<file path="src/rtl/updown_counter_param.sv">
// ----------------------------------------------------------------------------
// updown_counter_param
//
// General-purpose up/down counter with configurable width and modulus.
// Counts over 0..MAX_VALUE and either wraps or saturates at the range ends.
// Supports synchronous clear, synchronous load (clamped to MAX_VALUE) and a
// count enable. Provides a combinational terminal-count indication, a one-cycle
// wrap pulse and a sticky overflow flag.
//
// Parameters:
//   WIDTH      counter width in bits (>= 2)
//   MAX_VALUE  highest count value, 1 <= MAX_VALUE <= 2**WIDTH-1
//   SATURATE   0 = wrap at the range ends, 1 = hold at the range ends
//
// Ports:
//   clk         in   1      rising-edge clock
//   reset       in   1      asynchronous reset, active low
//   clear       in   1      synchronous clear (highest priority)
//   load        in   1      synchronous parallel load
//   load_value  in   WIDTH  value to load (clamped to MAX_VALUE)
//   en          in   1      count enable
//   up          in   1      direction: 1 = increment, 0 = decrement
//   count       out  WIDTH  registered counter value
//   tc          out  1      combinational terminal count for the current direction
//   wrap        out  1      registered pulse, high in the cycle showing a wrapped value
//   overflow    out  1      registered sticky boundary-event flag
// ----------------------------------------------------------------------------
module updown_counter_param #(
    parameter int WIDTH     = 4,
    parameter int MAX_VALUE = 2**WIDTH - 1,
    parameter bit SATURATE  = 1'b0
) (
    input  logic             clk,
    input  logic             reset,
    input  logic             clear,
    input  logic             load,
    input  logic [WIDTH-1:0] load_value,
    input  logic             en,
    input  logic             up,
    output logic [WIDTH-1:0] count,
    output logic             tc,
    output logic             wrap,
    output logic             overflow
);

    localparam logic [WIDTH:0]   MAX_EXT = (WIDTH+1)'(MAX_VALUE);
    localparam logic [WIDTH-1:0] MAX_W   = MAX_EXT[WIDTH-1:0];

    logic [WIDTH-1:0] count_q, count_d;
    logic             wrap_q, wrap_d;
    logic             overflow_q, overflow_d;

    logic [WIDTH:0]   inc_ext;
    logic [WIDTH:0]   dec_ext;
    logic             at_max;
    logic             at_zero;

    // Out-of-range load values are clamped to the top of the counting range.
    function automatic logic [WIDTH-1:0] clamp_to_max(input logic [WIDTH-1:0] v);
        if ({1'b0, v} > MAX_EXT) begin
            return MAX_W;
        end
        return v;
    endfunction

    // Steps are formed one bit wider than the counter so the boundary is found
    // by comparing against MAX_VALUE (up) or by the borrow bit (down), which
    // keeps non-power-of-two moduli correct.
    always_comb begin
        inc_ext = {1'b0, count_q} + {{WIDTH{1'b0}}, 1'b1};
        dec_ext = {1'b0, count_q} - {{WIDTH{1'b0}}, 1'b1};
        at_max  = (inc_ext > MAX_EXT);
        at_zero = dec_ext[WIDTH];
    end

    assign tc = up ? at_max : at_zero;

    always_comb begin
        count_d    = count_q;
        wrap_d     = 1'b0;
        overflow_d = overflow_q;

        if (clear) begin
            count_d    = '0;
            overflow_d = 1'b0;
        end else if (load) begin
            count_d = clamp_to_max(load_value);
        end else if (en) begin
            if (tc) begin
                overflow_d = 1'b1;
                if (!SATURATE) begin
                    count_d = up ? '0 : MAX_W;
                    wrap_d  = 1'b1;
                end
            end else begin
                count_d = up ? inc_ext[WIDTH-1:0] : dec_ext[WIDTH-1:0];
            end
        end
    end

    always_ff @(posedge clk or negedge reset) begin
        if (!reset) begin
            count_q    <= '0;
            wrap_q     <= 1'b0;
            overflow_q <= 1'b0;
        end else begin
            count_q    <= count_d;
            wrap_q     <= wrap_d;
            overflow_q <= overflow_d;
        end
    end

    assign count    = count_q;
    assign wrap     = wrap_q;
    assign overflow = overflow_q;

endmodule

</file>
<file path="config.mk">
export PLATFORM = sky130hd
export DESIGN_NAME = updown_counter_param
export DESIGN_NICKNAME = d
export VERILOG_FILES = /design/src/rtl/updown_counter_param.sv
export SDC_FILE = /design/constraint.sdc
export NUM_CORES = 1
export LEC_CHECK = 0
export CAP_MARGIN = 20
export CORE_AREA = 2 2 39 41
export CTS_CLUSTER_SIZE = 28
export DETAILED_ROUTE_END_ITERATION = 10
export DIE_AREA = 0 0 41 43
export HOLD_SLACK_MARGIN = 0.02
export PLACE_DENSITY = 0.63
export RECOVER_POWER = 25
export SLEW_MARGIN = 20
export SYNTH_ARGS = -nofsm -noshare
export SYNTH_HDL_FRONTEND = slang
export SYNTH_SLANG_ARGS = --single-unit
</file>
<file path="constraint.sdc">
create_clock -name clk -period 3.7 [get_ports clk]
set_input_delay 0.74 -clock clk [delete_from_list [all_inputs] [get_ports clk]]
set_output_delay 0.74 -clock clk [all_outputs]
set_load 0.03 [all_outputs]
</file>
* After elaboration in Yosys (flattened, before gate mapping)
Cells that the tools add are included.
W data, S select, Z words.
** Word-level totals
- Flip-flop bits (word level) :: 6
- Bits of input ports :: 10
- Word-level logic and storage cells :: 26
** Cells by class
- Reduce and logical (&&, ||, !) cells :: 4
- Mux-type cells :: 15
- Add/subtract/negate cells :: 2
- Magnitude comparators :: 1
- Eq/ne operators :: 1
** Operator list (number)
- $mux W4 :: 6
- $mux W1 :: 9
- $add A4 B1 Y5 const B :: 1
- $gt A5 B4 Y1 const B :: 1
- $sub A4 B1 Y5 const B :: 1
- $reduce_bool A2 Y1 :: 2
- $reduce_and A3 Y1 :: 1
- $reduce_bool A3 Y1 :: 1
- $ne A2 B2 Y1 const B :: 1

* Logic depth before layout (Yosys ltp)
Gate-level depths: netlist of the first run.
- Depth in word-level cells :: 7
- Mapped depth :: 6

* Worst setup path before layout of the first run
No wires, ideal clock.
- Path type :: register to output
- Start :: register count_q[0] (netlist: count[0])
- End :: output port tc
- Slack :: 0.966 ns
- Arrival :: 1.994 ns
- Cell stages (with the launch flop) :: 7
- Required time :: 2.960 ns
- Path buffers :: 0
- Cells stage by stage :: dfrtp_1 -> inv_1 -> ha_1 -> nor3b_1 -> maj3_2 -> a31oi_1 -> inv_1
** On the way
- Cells in the longest elaborated chain, start to end :: 3
** RTL lines
- start, declared :: RTL line 49 : logic [WIDTH-1:0] count_q, count_d;
- start signal, assigned :: RTL line 107 : count_q <= count_d;
- $add A4 B1 Y5 :: RTL line 70 : inc_ext = {1'b0, count_q} + {{WIDTH{1'b0}}, 1'b1};
- $gt A5 B4 Y1 :: RTL line 72 : at_max = (inc_ext > MAX_EXT);
- $mux W1 (*) :: RTL line 76 : assign tc = up ? at_max : at_zero;
- end, declared :: RTL line 41 : output logic tc,
Every way passes the cells marked *; elsewhere a longest branch is shown, timed or not.

* Final worst setup path of the first run
Ends and elaborated chain as after synthesis.

==> flow_metrics.tcl, run 1 <==
set metrics [dict create \
    clock_path_buffers 2 \
    ant_nets 0 \
    grt_util_met2_pct 24.4 \
    r2r_start "count[0]" \
    gp_congestion 0.826 \
    grt_start_max_net_pins 10 \
    required_ns 2.96 \
    routed_wl_um 1100 \
    area_growth_pct 41.4 \
    drc_errors 0 \
    hp-class "reg -> reg" \
    use_met3_pct 1.57 \
    htreeDepth 1 \
    holdPathStages 2 \
    via_per_inst 5.22 \
    die_width_um 41 \
    critPathMaxFanout 9 \
    fin_crit_ns 3.40 \
    holdBufCountCts 0 \
    ys_seq_area_share_pct 31.8 \
    fill_cells 139 \
    num_io_pins 17 \
    clkSinkCount 6 \
    setup_viol 0 \
    first_pass_iters 2 \
    grt_pass1_wl_um 1930 \
    start_util_pct 34.1 \
    die_y_um 43 \
    fin_crit_sh_pct 91.9 \
    end_kind "output pin" \
    wire_per_inst_um 12.8 \
    grt.busiest_layer "met2" \
    clkTransAtPathRegs_ns 0.05 \
    hold_end "overflow" \
    placementRows 14 \
    synth_area_leader_cell "dfrtp_1" \
    syn_area_um2 472 \
    arrival_ns 2.66 \
    worst_slew_pin_slew_ns 0.316 \
    slew_violations 0 \
    antenna_found_initial 0 \
    dieArea_um2 1760 \
    drive_above_1_share_pct 12.9 \
    grt_util_met1_pct 19.7 \
    grt_usage_pct 15.2 \
    numPortBuffers 16 \
    n_antenna_cell 0 \
    timing.rr.end "count[2]" \
    first_global_vias 470 \
    startpoint_type "register" \
    drv_cap 0 \
    setup_tns_ns 0 \
    post_cts_resized 0 \
    reg2reg_slack_ns 1.67 \
    dr_total_vias 449 \
    hold_start "overflow" \
    p_leak_nw 0.283 \
    syn_area_per_cell_um2 9.07 \
    grt_overflow_total 0 \
    cts_buffers 3 \
    dr.first_iter.drc_count 3 \
    core_area_um2 1380 \
    yosysWarnings 0 \
    ys_ff_latch 6 \
    syn-num-nets 65 \
    root_buffer "clkbuf_4" \
    outcome "completed" \
    synth_top_area_share_pct 31.8 \
    layout_commonest_cell "clkdlybuf4s50_1" \
    synth_area_leaders "dfrtp_1, ha_1, inv_1" \
    max_freq_mhz 294 \
    final_hold_viol_count 0 \
    cts_tree "yes" \
    clock_latency_ns 0.24 \
    synth_cells 52 \
    vdd_drop_max_v 0.000109 \
    finalClockSkew_ns 0.00595 \
    crit_type "reg -> out" \
    cts_setup_buffers 0 \
    ys_types 25 \
    nets 85 \
    max_slew_margin_pct 78.9 \
    rsz0062_at_grt "no" \
    worstRegToRegCells 6 \
    final_cell_mix "clkdlybuf4s50_1, inv_1, dfrtp_1" \
    totalPowerFinal_uw 209 \
    power_density_nw_per_um2 313 \
    dp_hpwl_um 845 \
]
-- critical path, stage by stage, from the launching register on --
cell and delay, ns:
dfrtp_1 0.52, inv_1 0.14, ha_1 0.34, nor3b_1 0.15, maj3_2 0.35, a31oi_1 0.25, inv_1 0.07, clkdlybuf4s50_1 0.59
-- logic make-up (layout without fill, tap and decap cells) --
| logic type | count (synthesis) | count (layout) | synth area share (%) |
|---|---|---|---|
| simple gates | 15 | 15 | 18.8 |
| mux | 1 | 1 | 2.12 |
| fa+ha+maj | 4 | 4 | 10.3 |
| flops | 6 | 6 | 31.8 |
| compound gates | 15 | 15 | 24.4 |
| xor+xnor | 2 | 2 | 3.71 |
| buf+inv | 9 | 27 | 8.75 |
-- synth_stat cells --
master,number
inv_1,7
dfrtp_1,6
a21oi_1,4
nor2_1,4
a31oi_1,3
ha_1,3
nand2_1,3
o2bb2ai_1,3
nor3_1,2
nor3b_1,2
a221oi_2,1
buf_6,1
clkbuf_1,1
maj3_2,1
mux2i_1,1
nand3_2,1
nand4_1,1
o2111a_1,1
o211ai_2,1
o21ai_0,1
o22ai_1,1
or4_1,1
or4b_4,1
xnor2_1,1
xor2_1,1
-- stage by stage --
stage	setup slack (ns)	cells	hold WS, ns	util, %	area (µm²)
finish	0.301	86	0.544	48.2	667
global route	0.125	86	0.567	48.2	667
CTS	0.288	86	0.550	48.2	667
detailed placement	0.421	83	0.533	46.6	644
global placement	0.432	83	0.524	46.6	644
floorplan	0.966	52	0.444	-	472
-- where the power goes --
part / switching [mW] / internal [mW] / leakage, nW
clock network: 0.0226 / 0.0366 / 0.0138
registers: 0.00829 / 0.0700 / 0.0800
logic: 0.0365 / 0.0349 / 0.189
total: 0.0674 / 0.142 / 0.283
-- state kept, by name (all words and copies together) (netlist names) --
name / flops
count: 4
overflow: 1
wrap: 1
-- worst max-delay path by stage --
| stage | startpoint | to | slack [ns] | depth (start not counted) |
|---|---|---|---|---|
| floorplan | count[0] | tc | 0.97 | 6 |
| global placement | up | tc | 0.43 | 6 |
| detailed placement | up | tc | 0.42 | 6 |
| CTS | count[0] | tc | 0.29 | 7 |
| global route | count[0] | tc | 0.12 | 7 |
| finish | count[0] | tc | 0.30 | 7 |
-- routing by layer --
layer	vias up	wire length [µm]	share of wire, %
met2	10	561	51
met1	214	493	45
met5	-	0	0
met3	0	48	4.4
met4	0	0	0
li1	225	-	-
-- cell type report --
class	count	area [µm²]	area share, %
Sequential cell	6	150	22.5
Timing Repair Buffer	17	168	25.1
Multi-Input combinational cell	37	280	42.0
Inverter	7	26.3	3.94
Clock buffer	3	22.5	3.38
Tap cell	16	20.0	3.00
(Power assumes the default switching activity.)
==> run 2, diff against run 1 <==
--- a/config.mk
+++ b/config.mk
@@ -6,4 +6,5 @@
 export NUM_CORES = 1
 export LEC_CHECK = 0
+export ABC_CLOCK_PERIOD_IN_PS = 4030
 export CAP_MARGIN = 20
 export CORE_AREA = 2 2 39 41
==> constraint.sdc (replaced) <==
create_clock -name clk -period 4.03 [get_ports clk]
set_input_delay 0.403 -clock clk [delete_from_list [all_inputs] [get_ports clk]]
set_output_delay 0.403 -clock clk [all_outputs]
set_load 0.03 [all_outputs]
==> flow_metrics.tcl, run 2 (synthesis results as in run 1) <==
set metrics [dict create \
    rsz0062_at_grt "no" \
    clock_latency_ns 0.24 \
    worst_slew_pin_slew_ns 0.323 \
    seqCellArea_um2 150 \
    grt_start_max_net_pins 10 \
    intPower_uw 129 \
    hold_ws_ns 0.484 \
    p_leak_nw 0.278 \
    numPortBuffers 16 \
    cts_setup_buffers 0 \
    routed_wl_um 1060 \
    sw_frac_of_total_pct 32.5 \
    dr_total_vias 450 \
    cpPeakStageDelay_ns 0.59 \
    core_area_um2 1380 \
    p_seq_share_pct 37.2 \
    p_sw_uw 62.2 \
    ant_nets 0 \
    startpoint_type "register" \
    drc_errors 0 \
    path_cells "inv_1 > ha_1 > nor3b_1 > maj3_2 > a31oi_1 > inv_1 > clkdlybuf4s50_1" \
    use_met3_pct 1.57 \
    required_ns 3.63 \
    critPathMaxFanout 9 \
    first_pass_iters 4 \
    cts_tree "yes" \
    slew_violations 0 \
    power_frac_clock_pct 28.9 \
    clock_path_buffers 2 \
    crit_type "reg -> out" \
    final_hold_viol_count 0 \
    antenna_found_initial 0 \
    slowest_stage "clkdlybuf4s50_1" \
    setup_viol 0 \
    max_slew_margin_pct 78.4 \
    area_growth_pct 39.8 \
    grt_util_met1_pct 19.2 \
    hp-class "in -> async" \
    start_util_pct 34.1 \
    power_density_nw_per_um2 291 \
    nets 84 \
    num_io_pins 17 \
    wire_per_inst_um 12.5 \
    via_per_inst 5.29 \
    dp_hpwl_um 819 \
    dieArea_um2 1760 \
    grt.busiest_layer "met2" \
    drv_cap 0 \
    post_cts_resized 0 \
    max_freq_mhz 327 \
    cpMostUsedCell "inv_1" \
    root_buffer "clkbuf_4" \
    grt_usage_pct 15.1 \
    htreeDepth 1 \
    multi_input_area_um2 280 \
    vdd_drop_max_v 0.0000998 \
    setup_tns_ns 0 \
    fin_crit_ns 3.06 \
    arrival_ns 2.66 \
    die_width_um 41 \
    clkTransAtPathRegs_ns 0.05 \
    drive_above_1_share_pct 11.6 \
    finalClockSkew_ns 0.00108 \
    grt_pass1_wl_um 1830 \
    fin_crit_sh_pct 75.9 \
    end_kind "output pin" \
    dr.first_iter.drc_count 7 \
    cts_buffers 3 \
    clkSinkCount 6 \
    grt_overflow_total 0 \
    grt_util_met2_pct 22.8 \
    largest_reg_flops 4 \
    first_global_vias 438 \
    die_y_um 43 \
    combPwrFrac_pct 33.9 \
    placementRows 14 \
    gp_congestion 0.830 \
    final_cell_mix "clkdlybuf4s50_1, inv_1, dfrtp_1" \
    fill_cells 142 \
    n_antenna_cell 0 \
    layout_commonest_cell "clkdlybuf4s50_1" \
    outcome "completed" \
    holdBufCountCts 0 \
]
## run 2: cell count changes in the layout (fill, tap and decap cells not counted)
cell	delta
buf_4	-1
## run 2: final timing paths
kind	from	end	slack (ns)	cells after the start
min reg2reg	overflow	overflow	0.54	2
min in group clk	overflow	overflow	0.54	2
max	count[0]	tc	0.97	7
max in group asynchronous	reset	count[0]	3.32	1
min	reset	count[1]	0.48	1
max reg2reg	count[0]	overflow	2.01	6
## run 2: per-layer routing
metal,part of all wire (%),up-vias
met5,0,-
met4,2.1,0
met3,4.7,2
met2,48,10
met1,45,214
li1,-,224
## run 2: worst max-delay path: cells and delay by family (launching register included)
family | cells | cell delay (ns)
and+or+nand+nor | 1 | 0.15
AOI/OAI and AO/OA | 1 | 0.27
DFF | 1 | 0.51
adders and majority gates | 2 | 0.69
buffers and inverters | 3 | 0.79
## run 2: per-stage QoR
stage               instance area (µm²)  power, mW  utilization, %  std cells  worst slack [ns]
floorplan                           472      0.111               -         52              1.63
global placement                    637      0.137            46.0         82              1.21
detailed placement                  637      0.138            46.0         82              1.22
CTS                                 659      0.194            47.6         85             0.960
global route                        659      0.205            47.6         85             0.784
finish                              659      0.192            47.6         85             0.971
## run 2: power by group through the flow
stage	combinational [mW]	sequential, mW	clock, mW
3_5_place_dp	0.0656	0.0723	0
2_1_floorplan	0.0324	0.0787	0
6_report	0.0651	0.0712	0.0554
5_1_grt	0.0718	0.0722	0.0614
3_3_place_gp	0.0650	0.0724	0
4_1_cts	0.0658	0.0715	0.0567
## run 2: area by class of cell
cell class	count	share of cell area (%)
clock buffer	3	3.42
inverter	7	3.98
sequential	6	22.8
tap	16	3.04
multi-input combinational	37	42.5
timing repair buffer	16	24.3
==> run 3, diff against run 2 <==
ABC_CLOCK_PERIOD_IN_PS = 2600   (was 4030)
PLACE_DENSITY = 0.65   (was 0.63)
clock period = 2.6 ns   (was 4.03 ns; I/O delays follow)
==> flow_metrics.tcl, run 3 (synthesis results as in run 1) <==
set metrics [dict create \
    die_y_um 43 \
    arrival_ns 2.13 \
    timing.rr.end "overflow" \
    largest_reg_flops 4 \
    vdd_drop_max_v 0.000208 \
    clock_path_buffers 2 \
    ant_nets 0 \
    grt_start_max_net_pins 10 \
    root_buffer "clkbuf_4" \
    grt_pass1_wl_um 1880 \
    final_core_util_pct 49.7 \
    max_slew_margin_pct 77.9 \
    dr_total_vias 468 \
    hp-class "in -> async" \
    final_hold_viol_count 0 \
    required_ns 2.34 \
    dieArea_um2 1760 \
    fin_area_um2 688 \
    wire_per_inst_um 13.5 \
    final_cell_mix "clkdlybuf4s50_1, inv_1, dfrtp_1" \
    n_antenna_cell 0 \
    holdBufCountCts 0 \
    r2r_start "count[0]" \
    first_global_vias 424 \
    clkTransAtPathRegs_ns 0.05 \
    cts_tree "yes" \
    dp_hpwl_um 901 \
    path_cells "inv_1 > ha_1 > nor3b_1 > maj3_2 > a31oi_1 > inv_1 > dlygate4sd2_1" \
    dpl_cell_area_um2 667 \
    fin_crit_ns 2.39 \
    core_area_um2 1380 \
    htreeDepth 1 \
    hold_ws_ns 0.346 \
    post_cts_resized 1 \
    dr.first_iter.drc_count 10 \
    slowest_stage "dfrtp_1" \
    power_density_nw_per_um2 443 \
    reg2reg_slack_ns 0.86 \
    cpMostUsedCell "inv_1" \
    max_freq_mhz 419 \
    end_kind "output pin" \
    clock_latency_ns 0.24 \
    p_leak_nw 0.302 \
    startpoint_type "register" \
    grt_usage_pct 16.2 \
    numPortBuffers 16 \
    worst_slew_pin_slew_ns 0.330 \
    gp_congestion 0.807 \
    crit_type "reg -> out" \
    drv_cap 0 \
    antenna_found_initial 0 \
    slew_violations 0 \
    start_util_pct 34.1 \
    clkSinkCount 6 \
    multi_input_area_um2 280 \
    drive_above_1_share_pct 16.4 \
    die_width_um 41 \
    placementRows 14 \
    seqCellArea_um2 150 \
    via_per_inst 5.26 \
    fill_cells 138 \
    cts_setup_buffers 0 \
    fin_crit_sh_pct 91.8 \
    cpPeakStageDelay_ns 0.37 \
    setup_viol 0 \
    nets 88 \
    worstRegToRegCells 6 \
    first_pass_iters 5 \
    finalClockSkew_ns 0.000704 \
    outcome "completed" \
    routed_wl_um 1200 \
    setup_tns_ns 0 \
    num_io_pins 17 \
    drc_errors 0 \
    area_growth_pct 45.9 \
    critPathMaxFanout 3 \
    rsz0062_at_grt "no" \
    cts_buffers 3 \
    layout_commonest_cell "clkdlybuf4s50_1" \
    grt_overflow_total 0 \
]
## run 3: cell count changes in the layout (fill, tap and decap cells not counted), sizes merged
cell           change
buf                +4
clkdlybuf4s50      -1
dlygate4sd2        +1
## run 3: metal layers
metal / track usage (%) / vias up / part of all wire [%]
met1: 20.9 / 221 / 47
met4: 2.00 / 0 / 0
met3: 7.85 / 0 / 6.2
met2: 24.7 / 15 / 46
met5: 0 / - / 0
li1: - / 232 / -
## run 3: worst max path at each step
stage               cells past startpoint  end      from  slack (ns)
floorplan                               6   tc  count[0]        0.35
global placement                        7   tc  count[0]        0.27
detailed placement                      7   tc  count[0]        0.22
CTS                                     7   tc  count[0]        0.19
global route                            7   tc  count[0]        0.07
finish                                  7   tc  count[0]        0.21
## run 3: area by class of cell
cell class                      count  share of cell area (%)
Clock buffer                        3                    3.27
Multi-Input combinational cell     37                    40.7
Timing Repair Buffer               20                    27.5
Sequential cell                     6                    21.8
Tap cell                           16                    2.91
Inverter                            7                    3.82
## run 3: where the power goes
| part | internal, mW | total, mW | switching (mW) |
|---|---|---|---|
| sequential | 0.0997 | 0.105 | 0.00546 |
| combinational | 0.0535 | 0.114 | 0.0603 |
| clock | 0.0522 | 0.0859 | 0.0337 |
| total | 0.205 | 0.305 | 0.0994 |
## run 3: per-stage QoR
stage / setup slack (ns) / total power [mW] / instances
global placement: 0.267 / 0.221 / 86
CTS: 0.193 / 0.310 / 89
detailed placement: 0.223 / 0.222 / 86
floorplan: 0.346 / 0.172 / 52
global route: 0.0735 / 0.330 / 89
finish: 0.213 / 0.305 / 89
## run 3: critical path, delay by kind of cell, from the launching register on
family          cells  cell delay, ns
compound gates      1            0.27
simple gates        1            0.15
buf+inv             3            0.51
flops               1            0.37
fa+ha+maj           2            0.60
